## config.mk

```make
export PLATFORM = sky130hd
export DESIGN_NAME = vga_charmem_ctrl
export DESIGN_NICKNAME = d
export VERILOG_FILES = /design/src/rtl/vga_charmem_ctrl.sv
export SDC_FILE = /design/constraint.sdc
export NUM_CORES = 1
export LEC_CHECK = 0
export ABC_AREA = 1
export CAP_MARGIN = 10
export CORE_MARGIN = 3
export CORE_UTILIZATION = 60
export DETAILED_ROUTE_END_ITERATION = 7
export DONT_BUFFER_PORTS = 1
export HOLD_SLACK_MARGIN = 0.12
export PLACE_DENSITY = 0.77
export SYNTH_ARGS = -nofsm -noshare
export SYNTH_HDL_FRONTEND = slang
export SYNTH_SLANG_ARGS = --single-unit
```

## constraint.sdc

```tcl
create_clock -name clk -period 1.7 [get_ports clk]
set_input_delay 0.34 -clock clk [delete_from_list [all_inputs] [get_ports clk]]
set_output_delay 0.34 -clock clk [all_outputs]
set_load 0.05 [all_outputs]
```

## src/rtl/vga_charmem_ctrl.sv

```systemverilog
// Port-A controller for the VGA character memory.
// Arbitrates CPU accesses against a one-row scroll engine.
module vga_charmem_ctrl #(
   parameter int          COLS      = 80,
   parameter int          ROWS      = 30,
   parameter logic [7:0]  FILL_CHAR = 8'h20
) (
   input  logic        clk,
   input  logic        rst_n,
   input  logic        cpu_req,
   input  logic        cpu_we,
   input  logic [11:0] cpu_addr,
   input  logic [7:0]  cpu_wdata,
   output logic        cpu_ack,
   output logic [7:0]  cpu_rdata,
   input  logic        scroll_start,
   output logic        scroll_busy,
   output logic        scroll_done,
   output logic [11:0] mem_addr,
   output logic        mem_we,
   output logic [7:0]  mem_din,
   input  logic [7:0]  mem_dout
);

   localparam logic [4:0] LAST_ROW = 5'(ROWS - 1);
   localparam logic [6:0] LAST_COL = 7'(COLS - 1);

   typedef enum logic [2:0] {
      S_IDLE,
      S_RD,
      S_WR,
      S_CLR,
      S_DONE
   } state_t;

   state_t      state;
   state_t      state_nx;
   logic [4:0]  row;
   logic [4:0]  row_nx;
   logic [4:0]  row_m1;
   logic [6:0]  col;
   logic [6:0]  col_nx;
   logic        rd_pend;
   logic        eng_rd;
   logic [7:0]  hold_reg;
   logic [11:0] addr_q;
   logic        grant;

   // Engine may only use the port when the CPU leaves it free.
   assign grant     = !cpu_req;
   assign row_m1    = row - 5'd1;
   assign cpu_rdata = mem_dout;

   // Busy covers every state that can still issue an access.
   assign scroll_busy = (state == S_RD) ||
                        (state == S_WR) ||
                        (state == S_CLR);
   assign scroll_done = (state == S_DONE);

   // Next state, counters and the combinational port-A drive.
   always_comb begin
      state_nx = state;
      row_nx   = row;
      col_nx   = col;
      eng_rd   = 1'b0;
      mem_addr = addr_q;
      mem_we   = 1'b0;
      mem_din  = 8'h00;
      if (cpu_req) begin
         mem_addr = cpu_addr;
         mem_we   = cpu_we;
         mem_din  = cpu_wdata;
      end
      unique case (state)
         S_IDLE: begin
            if (scroll_start) begin
               row_nx   = 5'd1;
               col_nx   = 7'd0;
               state_nx = S_RD;
            end
         end
         S_RD: begin
            if (grant) begin
               mem_addr = {row, col};
               eng_rd   = 1'b1;
               state_nx = S_WR;
            end
         end
         S_WR: begin
            if (grant) begin
               mem_addr = {row_m1, col};
               mem_we   = 1'b1;
               // Data arrives from memory only now when WR
               // directly follows its RD.
               mem_din  = rd_pend ? mem_dout : hold_reg;
               if (col == LAST_COL) begin
                  col_nx = 7'd0;
                  if (row == LAST_ROW) begin
                     state_nx = S_CLR;
                  end else begin
                     row_nx   = row + 5'd1;
                     state_nx = S_RD;
                  end
               end else begin
                  col_nx   = col + 7'd1;
                  state_nx = S_RD;
               end
            end
         end
         S_CLR: begin
            if (grant) begin
               mem_addr = {LAST_ROW, col};
               mem_we   = 1'b1;
               mem_din  = FILL_CHAR;
               if (col == LAST_COL) begin
                  state_nx = S_DONE;
               end else begin
                  col_nx = col + 7'd1;
               end
            end
         end
         S_DONE: begin
            state_nx = S_IDLE;
         end
         default: begin
            state_nx = S_IDLE;
         end
      endcase
   end

   // Engine state and counters.
   always_ff @(posedge clk or negedge rst_n) begin
      if (!rst_n) begin
         state <= S_IDLE;
         row   <= 5'd0;
         col   <= 7'd0;
      end else begin
         state <= state_nx;
         row   <= row_nx;
         col   <= col_nx;
      end
   end

   // Capture read data so a CPU access between RD and WR
   // cannot clobber it.
   always_ff @(posedge clk or negedge rst_n) begin
      if (!rst_n) begin
         rd_pend  <= 1'b0;
         hold_reg <= 8'h00;
      end else begin
         rd_pend <= eng_rd;
         if (rd_pend) begin
            hold_reg <= mem_dout;
         end
      end
   end

   // Idle cycles keep presenting the last address.
   always_ff @(posedge clk or negedge rst_n) begin
      if (!rst_n) begin
         addr_q <= 12'h000;
      end else begin
         addr_q <= mem_addr;
      end
   end

   // Every CPU request is acknowledged one cycle later.
   always_ff @(posedge clk or negedge rst_n) begin
      if (!rst_n) begin
         cpu_ack <= 1'b0;
      end else begin
         cpu_ack <= cpu_req;
      end
   end

endmodule

```

==> results of run 1 <==
[synthesized netlist by cell type (2+ instances only)]
| library cell | instances |
|---|---|
| nor2_4 | 3 |
| o21ai_1 | 5 |
| a21oi_1 | 6 |
| inv_2 | 4 |
| buf_2 | 3 |
| dfrtp_1 | 37 |
| buf_4 | 9 |
| a32o_1 | 7 |
| nand4_1 | 4 |
| nor3_1 | 3 |
| xnor2_1 | 2 |
| nand3_1 | 18 |
| buf_1 | 2 |
| nand2_1 | 99 |
| ha_1 | 4 |
| xor2_1 | 2 |
| nor2_1 | 30 |
| nand2_2 | 3 |
| inv_1 | 21 |
| o21ai_0 | 30 |
[cells by family after synthesis]
logic type | count (synthesis) | share of synthesized area, %
AOI/OAI and AO/OA | 51 | 13.4
xor gates and xnor gates | 4 | 1.57
adders and majority gates | 4 | 2.25
buffers and inverters | 42 | 9.15
DFF | 37 | 41.5
and+or+nand+nor | 165 | 32.1
[timing repair]
item	4_1_cts
resized for setup	23
endpoints found under the hold margin	39
setup buffers	4
pin swaps	8
setup endpoints to repair	26
hold buffers	3
[stage by stage]
step	TNS, ns	utilization, %
floorplan	-0.175	-
global placement	-0.0950	85.3
detailed placement	-0.957	85.3
CTS	-7.50	91.9
==> flow_summary_export.csv, run 1 <==
group,metric,value,unit
floorplanning,floorplan.initialDensity,64.2,%
yosys,synth_fp_nets,340,
cts,clock_path_buffers,2,
sta,worst_endpoint,"mem_addr[7]",
run_status,error,"[ERROR DPL-0038] Utilization greater than 100%, impossible to legalize",
global_route,grt_max_degree,38,
run_status,run_status,"did not finish",
yosys,ys_seq_area_share,41.5,%
yosys,syn_inst,303,
yosys,synth_edf_count,0,
yosys,synth_top_area_share,41.5,%
yosys,syn_area,2230,um^2
yosys,synth.distinct_cells,31,
yosys,ys_ff_latch,37,
place,dp_slack,-0.139,ns
place,gp_congestion,0.914,
place,dpl_cell_area,2960,um^2
yosys,syn_area_per_cell,7.35,um^2
cts,cts_sinks,37,
floorplanning,chipWidth,66.9,um
sta,endpoint_type,"output port",
yosys,synth_top_area_cell,"dfrtp_1",
yosys,synth_top_flop_cell,"dfrtp_1",
cts,htree_levels,2,
cts,root_buffer,"clkbuf_8",
floorplanning,io_pins,65,
place,dpl.hpwl,5.08,mm
yosys,ys_warn_count,0,
cts,numCtsBuffers,5,
yosys,synth.area.top_cells,"dfrtp_1 42%, nand2_1 17%, o21ai_0 6.7%",
floorplanning,fp.dieH,66.9,um
run_status,stop_stage,"global routing (5_1_grt)",
place,io_buffers,0,
place,placed_cells,384,
floorplanning,rows,21,
yosys,ys_async_sr_fraction,100,%
==> inputs of run 2 (changes only) <==
Settings changed: CORE_UTILIZATION 60 to 40, HOLD_SLACK_MARGIN 0.12 to not set, PLACE_DENSITY 0.77 to not set, PLACE_DENSITY_LB_ADDON set to 0.15.
==> flow_summary_export.csv, run 2 <==
group,metric,value,unit
yosys,synth_top_area_cell,"dfrtp_1",
yosys,synth_top_area_share,41.5,%
yosys,ys_async_sr_fraction,100,%
global_route,grt-ovfl-total,0,
floorplanning,core,5240,um^2
run,cap_violations,0,
routing,drc,0,
sta,max_freq,501,MHz
sta,hold_viol_final,0,
place,dp_slack,-0.0236,ns
place,dpl.hpwl,4.41,mm
sta,slew_violations,0,
critical_path,crit_arrival,1.66,ns
cts,root_buffer,"clkbuf_8",
worst_hold_path,holdPathEnd,"cpu_ack",
sta,setup_violations,23,
routing,drtIter0Drc,122,
yosys,synth_most_common_cell,"nand2_1",
cts,clock_path_buffers,2,
cts,cts_tree,"built",
global_route,antenna_found_initial,0,
floorplanning,die-area,6500,um^2
yosys,synth_top_flop_cell,"dfrtp_1",
critical_path,r2r_slack,-0.01,ns
critical_path,critPathMaxFanout,8,
power,p_leak,1.65,nW
critical_path,crit_path_start_kind,"flop",
global_route,grt_pass1_wl,10.6,mm
yosys,synth.area.top_cells,"dfrtp_1 42%, nand2_1 17%, o21ai_0 6.7%",
finish,syn2layout_area_growth,60.2,%
yosys,syn_area,2230,um^2
cts,htree_levels,2,
critical_path,crit_type,"reg2out",
cts,numCtsBuffers,5,
cts,cts_sinks,37,
worst_hold_path,hp-start,"cpu_req",
sta,period_minus_slack,2.00,ns
sta,fin_skew,0.00888,ns
sta,max_slew.worst_pin.slew,0.450,ns
place,io_buffers,0,
global_route,grt_pass1_vias,2226,
sta,rsz0062_at_grt,"yes",
yosys,ys_top_cells_by_count,"99 x nand2_1, 37 x dfrtp_1, 30 x nor2_1, 30 x o21ai_0, 21 x inv_1",
finish,n_antenna_cell,0,
yosys,ys_warn_count,0,
routing,wl_per_cell,15.5,um
finish,mostFrequentLayoutCells,"88 x nand2_1, 37 x buf_4, 35 x dfrtp_1, 22 x nor2_1, 18 x buf_12",
yosys,ys_ff_latch,37,
floorplanning,chipWidth,80.6,um
critical_path,r2r_end,"state[1]",
run_status,run_status,"finished, violations left",
routing,post_drt_via_cell_ratio,5.24,
routing,detail-route-antenna-nets,0,
floorplanning,rows,26,
floorplanning,fp.dieH,80.6,um
cts,clkSlewWorstSetupHoldPaths,0.07,ns
place,gp_congestion,0.903,
sta,holdWs,0.0785,ns
global_route,grt_use_total,20.8,%
finish,largest_reg_flops,12,
yosys,synth_fp_nets,340,
finish,drive_gt1_share,45.2,%
yosys,syn_area_per_cell,7.35,um^2
worst_hold_path,holdPathStages,0,
yosys,synth_edf_count,0,
routing,vias,2267,
yosys,synth.distinct_cells,31,
power,p_per_area,1900,nW/um^2
floorplanning,io_pins,65,
routing,totalWireLength,6.70,mm
yosys,ys_seq_area_share,41.5,%
power,ir_worst_vdd,0.969,mV
critical_path,crit_path_end_kind,"output pin",
global_route,grt_max_degree,38,
run_status,violations,"setup timing",
routing,first_pass_iters,4,
finish,final_common_cell,"nand2_1",
worst_hold_path,hp-class,"in2reg",
sta,min_period_over_period,117,%
yosys,syn_inst,303,
cts,clk_latency,0.29,ns
floorplanning,floorplan.initialDensity,42.5,%
critical_path,critPathLaunch,"state[1]",
critical_path,rr_startpoint,"state[2]",
sta,fin_ws,-0.295,ns
sta,slew_headroom,70.0,%
critical_path,required,1.36,ns
finish,fin_nets,399,
critical_path,reg2reg_depth,11,
## run 2: how the worst max path moves through the flow
stage                        end  slack, ns  depth (start not counted)
finish               mem_addr[4]      -0.30                          6
detailed placement  mem_addr[11]      -0.02                          7
global route        mem_addr[11]      -0.38                          7
CTS                  mem_addr[1]      -0.28                          7
floorplan            mem_addr[7]      -0.08                          7
global placement     mem_addr[9]      -0.01                          8
## run 2: critical path: stages (launching register included)
cell and delay, ns:
dfrtp_1 0.43, inv_2 0.10, nand3_4 0.12, nand2_8 0.14, buf_8 0.14, o21ai_2 0.07, o21ai_4 0.36
## run 2: per-layer routing
metal | global-route usage, % | part of all wire (%) | vias up | wire length, um
met1 | 28.2 | 45 | 1091 | 3000
met5 | 0 | 0 | - | 0
met2 | 33.4 | 49 | 68 | 3280
met4 | 6.25 | 1.2 | 0 | 79
li1 | - | - | 1100 | -
met3 | 4.04 | 5.1 | 8 | 341
## run 2: repair_timing
item                       4_1_cts  5_1_grt
hold buffers                     2        0
pin swaps                       21       24
buffers inserted                16       10
hold endpoints to repair        37        0
setup endpoints to repair       21       35
gates resized for setup         51       41
## run 2: per-stage QoR
stage | instance area (um^2) | utilization (%) | total power, mW | std cells | setup TNS [ns]
after floorplan | 2420 | - | 3.72 | 303 | -0.175
after global placement | 2940 | 56.2 | 4.90 | 402 | -0.0105
after detailed placement | 2940 | 56.2 | 4.94 | 402 | -0.0245
after CTS | 3380 | 64.6 | 6.26 | 428 | -5.40
after global routing | 3570 | 68.2 | 7.17 | 433 | -6.71
final | 3570 | 68.2 | 6.79 | 433 | -5.23
## run 2: report_power, final
part | switching [mW] | internal (mW) | total, mW | leakage [nW]
logic | 2.70 | 1.94 | 4.65 | 1.12
clock network | 0.323 | 0.479 | 0.802 | 0.0585
registers | 0.173 | 1.17 | 1.34 | 0.467
total | 3.20 | 3.59 | 6.79 | 1.65
## run 2: final cells by class
type / instances / area [um^2]
repair buffers: 69 / 798
well taps: 70 / 87.6
inverters: 25 / 105
multi-input cells: 224 / 1540
flip-flops and latches: 37 / 928
clock buffers: 7 / 86.3
fillers: 391 / 1670
clock inverters: 1 / 30.0
## run 2: cells by family (layout without fill, tap and decap cells)
logic type / after synthesis / count (layout) / share of synthesized area, %
compound gates: 51 / 51 / 13.4
buf+inv: 42 / 102 / 9.15
xor+xnor: 4 / 4 / 1.57
simple gates: 165 / 165 / 32.1
fa+ha+maj: 4 / 4 / 2.25
flops: 37 / 37 / 41.5
No activity file was read; power rests on OpenSTA's default activity.
